===== src/rtl/multicycle_control_unit.sv =====
`default_nettype none
// ============================================================================
// multicycle_control_unit: FSM stepping RV64 subset fetch/decode/exec/mem/wb
// Revision: 1.0
// ============================================================================
module multicycle_control_unit #(
   parameter int unsigned EXT_ALU     = 1,
   parameter int unsigned MEM_TIMEOUT = 16,
   parameter int unsigned ALUCTRL_W   = 4
) (
   input  logic                 clk,
   input  logic                 reset,
   input  logic [31:0]          instruction,
   input  logic                 imem_ready,
   input  logic                 dmem_ready,
   input  logic                 alu_zero,
   input  logic                 alu_lt,
   output logic                 imem_req,
   output logic                 ir_write,
   output logic                 pc_write,
   output logic                 pc_src,
   output logic                 regWrite,
   output logic                 memWrite,
   output logic                 memRead,
   output logic                 aluSrc,
   output logic                 memToReg,
   output logic [ALUCTRL_W-1:0] aluControl,
   output logic                 retire,
   output logic                 illegal,
   output logic                 bus_error,
   output logic [2:0]           state
);
   localparam logic [2:0] S_FETCH = 3'd0, S_DECODE = 3'd1, S_EXECUTE = 3'd2,
                          S_MEM   = 3'd3, S_WB     = 3'd4, S_TRAP    = 3'd7;
   localparam logic [6:0] OP_R = 7'b0110011, OP_I = 7'b0010011, OP_LOAD = 7'b0000011,
                          OP_STORE = 7'b0100011, OP_BRANCH = 7'b1100011;
   localparam logic [3:0] ALU_AND = 4'b0000, ALU_OR  = 4'b0001, ALU_ADD = 4'b0010,
                          ALU_XOR = 4'b0011, ALU_SLL = 4'b0100, ALU_SRL = 4'b0101,
                          ALU_SUB = 4'b0110, ALU_SRA = 4'b0111, ALU_SLT = 4'b1000;
   localparam bit         EXT_EN    = (EXT_ALU != 0);
   localparam bit         WDOG_EN   = (MEM_TIMEOUT != 0);
   localparam logic [7:0] WDOG_LAST = WDOG_EN ? 8'(MEM_TIMEOUT - 1) : 8'd0;

   logic [6:0] opcode, funct7;
   logic [5:0] funct6;
   logic [2:0] funct3;
   logic       unused_fields;
   assign opcode        = instruction[6:0];
   assign funct3        = instruction[14:12];
   assign funct7        = instruction[31:25];
   assign funct6        = instruction[31:26];
   assign unused_fields = ^{instruction[24:15], instruction[11:7]};

   logic       is_i, is_load, is_store, is_branch, legal, taken;
   logic [3:0] alu_op;

   always_comb begin
      is_i      = 1'b0;
      is_load   = 1'b0;
      is_store  = 1'b0;
      is_branch = 1'b0;
      legal     = 1'b0;
      taken     = 1'b0;
      alu_op    = ALU_ADD;
      case (opcode)
         OP_R: begin
            case ({funct7, funct3})
               {7'b0000000, 3'b000}: begin legal = 1'b1;   alu_op = ALU_ADD; end
               {7'b0100000, 3'b000}: begin legal = 1'b1;   alu_op = ALU_SUB; end
               {7'b0000000, 3'b111}: begin legal = 1'b1;   alu_op = ALU_AND; end
               {7'b0000000, 3'b110}: begin legal = 1'b1;   alu_op = ALU_OR;  end
               {7'b0000000, 3'b100}: begin legal = 1'b1;   alu_op = ALU_XOR; end
               {7'b0000000, 3'b001}: begin legal = 1'b1;   alu_op = ALU_SLL; end
               {7'b0000000, 3'b101}: begin legal = 1'b1;   alu_op = ALU_SRL; end
               {7'b0100000, 3'b101}: begin legal = EXT_EN; alu_op = ALU_SRA; end
               {7'b0000000, 3'b010}: begin legal = EXT_EN; alu_op = ALU_SLT; end
               default: ;
            endcase
         end
         OP_I: begin
            is_i = 1'b1;
            case (funct3)
               3'b000: begin legal = 1'b1; alu_op = ALU_ADD; end
               3'b111: begin legal = 1'b1; alu_op = ALU_AND; end
               3'b110: begin legal = 1'b1; alu_op = ALU_OR;  end
               3'b100: begin legal = 1'b1; alu_op = ALU_XOR; end
               3'b001: begin legal = (funct6 == 6'b000000); alu_op = ALU_SLL; end
               3'b101: begin
                  // RV64 shamt is 6 bits, so only instruction[31:26] selects the shift kind
                  if (funct6 == 6'b000000) begin
                     legal  = 1'b1;
                     alu_op = ALU_SRL;
                  end else if (funct6 == 6'b010000) begin
                     legal  = EXT_EN;
                     alu_op = ALU_SRA;
                  end
               end
               3'b010: begin legal = EXT_EN; alu_op = ALU_SLT; end
               default: ;
            endcase
         end
         OP_LOAD: begin
            is_load = 1'b1;
            legal   = (funct3 == 3'b011);
         end
         OP_STORE: begin
            is_store = 1'b1;
            legal    = (funct3 == 3'b011);
         end
         OP_BRANCH: begin
            is_branch = 1'b1;
            alu_op    = ALU_SUB;
            case (funct3)
               3'b000: begin legal = 1'b1; taken = alu_zero;  end
               3'b001: begin legal = 1'b1; taken = !alu_zero; end
               3'b100: begin legal = 1'b1; taken = alu_lt;    end
               3'b101: begin legal = 1'b1; taken = !alu_lt;   end
               default: ;
            endcase
         end
         default: ;
      endcase
   end

   logic [2:0] state_q, state_d;
   logic [7:0] wait_cnt_q, wait_cnt_d;
   logic       illegal_q, illegal_d, bus_error_q, bus_error_d;
   logic       wdog_expired;
   assign wdog_expired = WDOG_EN && (wait_cnt_q == WDOG_LAST);

   always_comb begin
      state_d     = state_q;
      wait_cnt_d  = 8'd0;
      illegal_d   = illegal_q;
      bus_error_d = bus_error_q;
      imem_req    = 1'b0;
      ir_write    = 1'b0;
      pc_write    = 1'b0;
      pc_src      = 1'b0;
      regWrite    = 1'b0;
      memWrite    = 1'b0;
      memRead     = 1'b0;
      aluSrc      = 1'b0;
      memToReg    = 1'b0;
      retire      = 1'b0;
      aluControl  = '0;
      case (state_q)
         S_FETCH: begin
            imem_req = 1'b1;
            if (imem_ready) begin
               ir_write = 1'b1;
               state_d  = S_DECODE;
            end else if (wdog_expired) begin
               state_d     = S_TRAP;
               bus_error_d = 1'b1;
            end else begin
               wait_cnt_d = wait_cnt_q + 8'd1;
            end
         end
         S_DECODE: begin
            if (legal) begin
               state_d = S_EXECUTE;
            end else begin
               state_d   = S_TRAP;
               illegal_d = 1'b1;
            end
         end
         S_EXECUTE: begin
            aluControl = ALUCTRL_W'(alu_op);
            aluSrc     = is_i | is_load | is_store;
            if (is_branch) begin
               pc_write = 1'b1;
               pc_src   = taken;
               retire   = 1'b1;
               state_d  = S_FETCH;
            end else if (is_load | is_store) begin
               state_d = S_MEM;
            end else begin
               state_d = S_WB;
            end
         end
         S_MEM: begin
            aluControl = ALUCTRL_W'(alu_op);
            memRead    = is_load;
            memWrite   = is_store;
            if (dmem_ready) begin
               if (is_load) begin
                  state_d = S_WB;
               end else begin
                  pc_write = 1'b1;
                  retire   = 1'b1;
                  state_d  = S_FETCH;
               end
            end else if (wdog_expired) begin
               state_d     = S_TRAP;
               bus_error_d = 1'b1;
            end else begin
               wait_cnt_d = wait_cnt_q + 8'd1;
            end
         end
         S_WB: begin
            aluControl = ALUCTRL_W'(alu_op);
            regWrite   = 1'b1;
            pc_write   = 1'b1;
            retire     = 1'b1;
            memToReg   = is_load;
            state_d    = S_FETCH;
         end
         S_TRAP: ;
         default: state_d = S_FETCH;
      endcase
      // outputs are quiet for the whole reset window, not just after the next edge
      if (reset) begin
         imem_req   = 1'b0;
         ir_write   = 1'b0;
         pc_write   = 1'b0;
         pc_src     = 1'b0;
         regWrite   = 1'b0;
         memWrite   = 1'b0;
         memRead    = 1'b0;
         aluSrc     = 1'b0;
         memToReg   = 1'b0;
         retire     = 1'b0;
         aluControl = '0;
      end
   end

   always_ff @(posedge clk or posedge reset) begin
      if (reset) begin
         state_q     <= S_FETCH;
         wait_cnt_q  <= 8'd0;
         illegal_q   <= 1'b0;
         bus_error_q <= 1'b0;
      end else begin
         state_q     <= state_d;
         wait_cnt_q  <= wait_cnt_d;
         illegal_q   <= illegal_d;
         bus_error_q <= bus_error_d;
      end
   end

   assign state     = state_q;
   assign illegal   = illegal_q;
   assign bus_error = bus_error_q;
endmodule
`default_nettype wire


===== config.mk =====
export PLATFORM = sky130hd
export DESIGN_NAME = multicycle_control_unit
export DESIGN_NICKNAME = d
export VERILOG_FILES = /design/src/rtl/multicycle_control_unit.sv
export SDC_FILE = /design/constraint.sdc
export NUM_CORES = 1
export LEC_CHECK = 0
export ABC_CLOCK_PERIOD_IN_PS = 2100
export CAP_MARGIN = 20
export CELL_PAD_IN_SITES_DETAIL_PLACEMENT = 1
export CELL_PAD_IN_SITES_GLOBAL_PLACEMENT = 1
export CORE_ASPECT_RATIO = 0.8
export CORE_MARGIN = 2
export CORE_UTILIZATION = 25
export CTS_BUF_LIST = sky130_fd_sc_hd__clkbuf_4 sky130_fd_sc_hd__clkbuf_8
export CTS_CLUSTER_DIAMETER = 40
export DETAILED_ROUTE_END_ITERATION = 10
export GPL_TIMING_DRIVEN = 0
export PLACE_DENSITY = 0.85
export SETUP_SLACK_MARGIN = 0.02
export SYNTH_ARGS = -nofsm -noshare
export SYNTH_HDL_FRONTEND = slang
export SYNTH_SLANG_ARGS = --single-unit
export TNS_END_PERCENT = 10

===== constraint.sdc =====
create_clock -name clk -period 2.1 [get_ports clk]
set_clock_uncertainty 0.05 [all_clocks]
set_input_delay 0.42 -clock clk [delete_from_list [all_inputs] [get_ports clk]]
set_output_delay 0.42 -clock clk [all_outputs]
set_load 0.005 [all_outputs]

==> results of run 1 <==
==> cells by family (layout without fill, tap and decap cells) <==
group           after synthesis  count (layout)  share of synthesized area, %
compound gates               30              30                          17.9
buf+inv                      16              74                          6.05
simple gates                 73              73                          38.6
mux                           1               1                         0.896
fa+ha+maj                     1               1                          1.12
xor+xnor                      8               8                          6.27
flops                        13              13                          29.1
==> final timing paths <==
kind / start / endpoint / slack (ns) / cells after the start
max: instruction[30] / aluControl[2] / -0.26 / 7
min: bus_error / bus_error / 0.43 / 1
max reg2reg: state[1] / state[2] / 0.12 / 7
min reg2reg: bus_error / bus_error / 0.43 / 1
max in group asynchronous: reset / state[0] / 1.12 / 2
min in group asynchronous: reset / wait_cnt_q[4] / 0.52 / 2
==> layer usage <==
| metal | part of all wire (%) | track usage (%) |
|---|---|---|
| met5 | 0 | 0 |
| met4 | 0.74 | 2.85 |
| met3 | 4.8 | 3.11 |
| met2 | 48 | 24.4 |
| met1 | 46 | 22.1 |
==> flip-flops by register name, summed over array words and instances (netlist names) <==
name	cells
illegal	1
bus_error	1
wait_cnt_q	8
state	3
==> synth_stat cells, types with 3 or more instances <==
library cell  instances
inv_1                 5
nor4_1                4
xnor2_1               5
nor3_1                6
o21ai_0               6
nand3_1               6
a21oi_1               8
dfrtp_1              13
clkbuf_1              6
and3_1                4
nor2_1               19
nand2_1              10
buf_2                 3
xor2_1                3
nand2b_1              5
==> report_power, final <==
part	total (µW)	internal [µW]	switching [µW]
Sequential	324	292	32.1
Clock	234	147	86.9
Combinational	864	444	420
==> layout make-up <==
| class | instances | area, µm² | share of cell area (%) |
|---|---|---|---|
| plain buffers | 10 | 70.1 | 3.81 |
| clock buffers | 4 | 48.8 | 2.66 |
| inverters | 5 | 18.8 | 1.02 |
| multi-input cells | 113 | 838 | 45.6 |
| flip-flops and latches | 13 | 327 | 17.8 |
| well taps | 57 | 71.3 | 3.88 |
| repair buffers | 55 | 463 | 25.2 |
==> repair_timing <==
item                       CTS  global route
hold endpoints to repair     0             0
resized for setup          102             8
setup endpoints to repair   17            10
pin swaps                   16             7
buffers inserted             9             9
==> stage by stage <==
step | setup TNS, ns | hold WS, ns | setup slack (ns) | power, µW | util, %
global placement | -9.60 | 0.393 | -1.05 | 893 | 37.0
floorplan | 0 | 0.247 | 0.00347 | 659 | -
detailed placement | -9.71 | 0.410 | -1.06 | 906 | 37.0
global route | -2.04 | 0.465 | -0.309 | 1510 | 43.4
CTS | -1.37 | 0.431 | -0.267 | 1270 | 41.4
finish | -1.35 | 0.431 | -0.265 | 1420 | 43.4
==> tab_implementation.tex, run 1 <==
\begin{tabular}{lr}
\hline
Metric & Value \\
\hline
\multicolumn{2}{l}{\textbf{Clock tree}} \\
Hold-fix buffer count after cts & 0 \\
Maximum level of the CTS H-tree & 1 \\
Largest buffer count on any clock path & 2 \\
Clock buffers created by TritonCTS & 3 \\
Clock latency reported for the late side of the worst-skew pair & 0.24 ns \\
Clock slew seen by the registers of the worst setup and hold paths & 0.05 ns \\
Root Driver & clkbuf\_8 \\
Clk sinks & 13 \\
Clock tree from TritonCTS & yes \\
\multicolumn{2}{l}{\textbf{Final layout}} \\
Post-route insts no fill & 257 \\
Commonest non-fill, non-tap cells in the layout & 18 x buf\_4, 16 x nor2\_1, 12 x dfrtp\_1 \\
Most frequent standard cell in the layout excluding fill and tap cells & buf\_4 \\
P\&R area growth vs syn & 64.4\% \\
Final net count & 240 \\
Number of diodes added for antenna fixing & 0 \\
Share of post-route cells with drive strength above 1 & 35.0\% \\
Post-route cell area & 1840 µm² \\
Number of fillers in the final layout & 490 \\
\multicolumn{2}{l}{\textbf{Setup path}} \\
Classification of the worst setup path & primary input to primary output \\
List of cells traversed by the critical path & clkdlybuf4s50\_1 > inv\_1 > nor2\_1 > xnor2\_1 > nor3\_2 > o31a\_1 > buf\_2 \\
Crit start category & primary input \\
Crit path capture type & primary output \\
Required time of the critical path & 1.63 ns \\
Arrival time at the worst endpoint & 1.89 ns \\
Cell type of the slowest stage on the worst timing path & clkdlybuf4s50\_1 \\
Bufs and invs on worst path & 3 \\
Family with the most delay on the worst path & buffers and inverters \\
Critical Path Fanout Max & 4 \\
Critical Path Max Stage Delay & 0.56 ns \\
\multicolumn{2}{l}{\textbf{Yosys}} \\
Syn Std Cell Area & 1120 µm² \\
Total of flip-flops plus latches after synthesis & 13 \\
Ys async rst share & 100\% \\
Count of unique library cells instantiated by Yosys & 46 \\
Area share of the leading cell type in the synthesized netlist & 29.1\% \\
Most frequently used flop master after synthesis & dfrtp\_1 \\
Post-synthesis cell type with the largest combined area & dfrtp\_1 \\
Proportion of synthesized chip area in sequential cells & 29.1\% \\
Mapped Nets & 181 \\
Synthesis Warnings & 0 \\
Gate Count Post-Synth & 142 \\
Number of enable-type register cells in the synthesized netlist & 0 \\
Cells taking the most area after synthesis & dfrtp\_1 29\%, nor2\_1 6.4\%, xnor2\_1 3.9\% \\
Mean Syn Cell Area & 7.87 µm² \\
\multicolumn{2}{l}{\textbf{Power}} \\
Leakage power & 0.000798 µW \\
Total power density per cell area & 774 nW/µm² \\
Worst supply voltage drop on vdd & 365 µV \\
\multicolumn{2}{l}{\textbf{Place}} \\
Estimated wirelength of the detail-placed design & 2720 µm \\
Placement-stage cell area & 1570 µm² \\
Quantity of I/O buffers inserted on ports & 37 \\
Post-placement cell count & 236 \\
Routability Congestion & 0.778 \\
\multicolumn{2}{l}{\textbf{STA}} \\
Post-route minimum period & 2.36 ns \\
Fmax & 423 MHz \\
Final hold violation count & 0 \\
Count of pins over their slew limit & 0 \\
Worst setup margin & -0.265 ns \\
Count of final setup violators & 9 \\
Share of the clock period used by the worst path & 113\% \\
Worst-margin pin slew & 0.501 ns \\
Worst slew margin relative to its limit & 66.6\% \\
Unrepaired setup endpoints after global routing & true \\
\multicolumn{2}{l}{\textbf{Route}} \\
Number of vias per cell after detailed routing & 5.26 \\
Remaining number of nets flagged by the antenna check after routing & 0 \\
Starting DRC count in detailed routing & 74 \\
Number of search-and-repair iterations in the first detailed-routing pass & 4 \\
Post-detailed-route DRC marker count & 0 \\
Wire length reported by the detailed router & 4300 µm \\
Number of vias after detailed routing & 1,353 \\
Routed len/inst & 16.7 µm \\
\multicolumn{2}{l}{\textbf{Floorplanning}} \\
Horizontal die dimension & 78.7 µm \\
Die height & 63.8 µm \\
Number of top-level pins & 57 \\
Die Footprint & 5020 µm² \\
Starting utilization of the core area & 26.4\% \\
Core box area & 4230 µm² \\
Count of standard-cell rows & 21 \\
\multicolumn{2}{l}{\textbf{Global routing}} \\
Antenna violations before repair & 0 \\
Total congestion overflow after global routing & 0 \\
Largest net degree at the start of global routing & 14 \\
Wire length of the first global-routing pass & 6310 µm \\
GR Util All Layers & 15.5\% \\
Via count of the first global-routing pass & 1,343 \\
\multicolumn{2}{l}{\textbf{Job}} \\
Reported max-cap violation count & 0 \\
\multicolumn{2}{l}{\textbf{Outcome}} \\
Violations in the final reports & setup timing \\
Status & finished with violations \\
\multicolumn{2}{l}{\textbf{Hold path}} \\
Class of the most critical hold timing path & flip-flop to flip-flop \\
\hline
\end{tabular}
No activity file was read; power rests on OpenSTA's default activity.
==> run 2, diff against run 1 <==
==> constraint.sdc (replaced) <==
create_clock -name clk -period 2.1 [get_ports clk]
set_clock_uncertainty 0.05 [all_clocks]
set_input_delay 0.63 -clock clk [delete_from_list [all_inputs] [get_ports clk]]
set_output_delay 0.63 -clock clk [all_outputs]
set_load 0.005 [all_outputs]
==> tab_implementation.tex, run 2 (same netlist as run 1, synthesis figures left out) <==
\begin{tabular}{lr}
\hline
Metric & Value \\
\hline
\multicolumn{2}{l}{\textbf{Clock tree}} \\
Clk sinks & 13 (unchanged) \\
Clock buffers created by TritonCTS & 3 (unchanged) \\
Hold-fix buffer count after cts & 0 (unchanged) \\
Root Driver & clkbuf\_8 (unchanged) \\
Clock latency reported for the late side of the worst-skew pair & 0.25 ns (was 0.24 ns) \\
Clock tree from TritonCTS & yes (unchanged) \\
Clock slew seen by the registers of the worst setup and hold paths & 0.05 ns (about the same) \\
Largest buffer count on any clock path & 2 (unchanged) \\
Maximum level of the CTS H-tree & 1 (unchanged) \\
\multicolumn{2}{l}{\textbf{Setup path}} \\
Number of cell instances on the worst register-to-register path & 6 (was 7) \\
Required time of the critical path & 1.42 ns (was 1.63 ns) \\
End of the worst register-to-register path & wait\_cnt\_q[0] (was state[2]) \\
Crit. Startpoint & instruction[2] (was instruction[30]) \\
Arrival time at the worst endpoint & 2.10 ns (was 1.89 ns) \\
Critical Path Fanout Max & 5 (was 4) \\
Classification of the worst setup path & primary input to primary output (unchanged) \\
Startpoint of the worst-slack reg-to-reg timing path & state[2] (was state[1]) \\
Crit start category & primary input (unchanged) \\
Setup slack of the most critical reg-to-reg path & 0.25 ns (was 0.12 ns) \\
Crit path capture type & primary output (unchanged) \\
\multicolumn{2}{l}{\textbf{STA}} \\
Worst setup margin & -0.676 ns (was -0.265 ns) \\
Final hold violation count & 0 (unchanged) \\
Count of final setup violators & 17 (was 9) \\
Share of the clock period used by the worst path & 132\% (was 113\%) \\
Unrepaired setup endpoints after global routing & true (unchanged) \\
Worst-margin pin slew & 0.510 ns (was 0.501 ns) \\
Fmax & 360 MHz (was 423 MHz) \\
Count of pins over their slew limit & 0 (unchanged) \\
Post-route minimum period & 2.78 ns (was 2.36 ns) \\
Setup TNS Final & -6.49 ns (was -1.35 ns) \\
Worst slew margin relative to its limit & 66.0\% (was 66.6\%) \\
\multicolumn{2}{l}{\textbf{Final layout}} \\
Number of fillers in the final layout & 486 (was 490) \\
Final net count & 230 (was 240) \\
Share of post-route cells with drive strength above 1 & 32.6\% (was 35.0\%) \\
Flip-flop count of the largest register after layout & 8 (unchanged) \\
Post-route insts no fill & 247 (was 257) \\
Register containing the most flip-flops in the final layout & wait\_cnt\_q (unchanged) \\
Post-route cell area & 1760 µm² (was 1840 µm²) \\
Number of diodes added for antenna fixing & 0 (unchanged) \\
Commonest non-fill, non-tap cells in the layout & 15 x nor2\_1, 13 x buf\_2, 13 x clkdlybuf4s50\_1 (was 18 x buf\_4, 16 x nor2\_1, 12 x dfrtp\_1) \\
Final standard cell utilization of the core & 41.6\% (was 43.4\%) \\
Most frequent standard cell in the layout excluding fill and tap cells & nor2\_1 (was buf\_4) \\
P\&R area growth vs syn & 57.3\% (was 64.4\%) \\
\multicolumn{2}{l}{\textbf{Route}} \\
Detailed-routed wire length on met3 & 132 µm (was 206 µm) \\
Post-detailed-route DRC marker count & 0 (unchanged) \\
Remaining number of nets flagged by the antenna check after routing & 0 (unchanged) \\
Detailed-routed wire length on met2 & 1790 µm (was 2060 µm) \\
Metal1 wirelength & 1940 µm (was 2000 µm) \\
Routed len/inst & 15.9 µm (was 16.7 µm) \\
Wire length reported by the detailed router & 3920 µm (was 4300 µm) \\
Number of vias per cell after detailed routing & 5.14 (was 5.26) \\
Starting DRC count in detailed routing & 59 (was 74) \\
Highest routing layer actually used & met4 (unchanged) \\
Number of vias after detailed routing & 1,270 (was 1,353) \\
Number of search-and-repair iterations in the first detailed-routing pass & 4 (unchanged) \\
\multicolumn{2}{l}{\textbf{Floorplanning}} \\
Die height & 63.8 µm (unchanged) \\
Core box area & 4230 µm² (unchanged) \\
Number of top-level pins & 57 (unchanged) \\
Starting utilization of the core area & 26.4\% (unchanged) \\
Count of standard-cell rows & 21 (unchanged) \\
Horizontal die dimension & 78.7 µm (unchanged) \\
Die Footprint & 5020 µm² (unchanged) \\
\multicolumn{2}{l}{\textbf{Place}} \\
Post-placement cell count & 236 (unchanged) \\
Estimated wirelength of the detail-placed design & 2690 µm (was 2720 µm) \\
Quantity of I/O buffers inserted on ports & 37 (unchanged) \\
Routability Congestion & 0.778 (about the same) \\
Placement-stage cell area & 1570 µm² (about the same) \\
\multicolumn{2}{l}{\textbf{Power}} \\
Leakage power & 0.000740 µW (was 0.000798 µW) \\
Total power density per cell area & 716 nW/µm² (was 774 nW/µm²) \\
Worst supply voltage drop on vdd & 301 µV (was 365 µV) \\
Overall power of the completed layout & 1260 µW (was 1420 µW) \\
\multicolumn{2}{l}{\textbf{Outcome}} \\
Violations in the final reports & setup timing (unchanged) \\
Status & finished with violations (unchanged) \\
\multicolumn{2}{l}{\textbf{Global routing}} \\
Via count of the first global-routing pass & 1,299 (was 1,343) \\
Total congestion overflow after global routing & 0 (unchanged) \\
Wire length of the first global-routing pass & 6500 µm (was 6310 µm) \\
GR Util All Layers & 16.1\% (was 15.5\%) \\
Largest net degree at the start of global routing & 14 (unchanged) \\
Antenna violations before repair & 0 (unchanged) \\
\multicolumn{2}{l}{\textbf{Hold path}} \\
Class of the most critical hold timing path & flip-flop to flip-flop (unchanged) \\
Start point of the worst min-delay path & wait\_cnt\_q[0] (was bus\_error) \\
Worst hold stages & 1 (unchanged) \\
End of the worst hold path & wait\_cnt\_q[0] (was bus\_error) \\
\multicolumn{2}{l}{\textbf{Job}} \\
Reported max-cap violation count & 0 (unchanged) \\
\hline
\end{tabular}
[run 2: cell count changes in the layout (fill, tap and decap cells not counted), sizes merged]
cell           delta
buf               -8
dlygate4sd2       -1
clkdlybuf4s50     +2
clkdlybuf4s15     -4
clkbuf            +1
[run 2: metrics by stage]
step	hold slack [ns]	setup slack [ns]
after floorplan	0.374	-0.398
after global routing	0.432	-0.712
final	0.403	-0.676
after global placement	0.394	-1.46
after CTS	0.407	-0.697
after detailed placement	0.400	-1.52
[run 2: metal layers]
layer	GRT usage [%]	vias up
li1	-	602
met1	23.4	627
met2	24.7	33
met3	2.40	8
met4	4.61	0
met5	0	-
[run 2: area by class of cell]
| class | count | area [µm²] | share of cell area (%) |
|---|---|---|---|
| Tap cell | 57 | 71.3 | 4.06 |
| Sequential cell | 13 | 327 | 18.6 |
| Clock buffer | 4 | 48.8 | 2.78 |
| Timing Repair Buffer | 45 | 383 | 21.8 |
| Inverter | 5 | 18.8 | 1.07 |
| Buffer | 10 | 66.3 | 3.77 |
| Multi-Input combinational cell | 113 | 843 | 48.0 |
[run 2: how the worst max path moves through the flow]
stage	end	depth (start not counted)
global route	aluControl[2]	7
detailed placement	aluControl[2]	7
global placement	aluControl[2]	7
CTS	aluControl[2]	7
finish	aluControl[2]	7
floorplan	aluControl[2]	5
[run 2: what timing repair did]
item / in CTS / in global routing
pin swaps: 20 / 7
gates resized for setup: 102 / 12
setup endpoints to repair: 17 / 21
setup buffers: 7 / 1
[run 2: power by group]
| group | total, µW | switching [µW] | internal, µW |
|---|---|---|---|
| Clock | 240 | 92.6 | 147 |
| Combinational | 673 | 338 | 335 |
| Sequential | 347 | 55.3 | 292 |
| Total | 1260 | 486 | 774 |
[run 2: worst max-delay path, stage by stage]
cell	delay (ns)
buf_6	0.09
nand4bb_4	0.27
buf_6	0.15
or4b_4	0.54
a211oi_2	0.16
o31a_1	0.14
buf_2	0.12
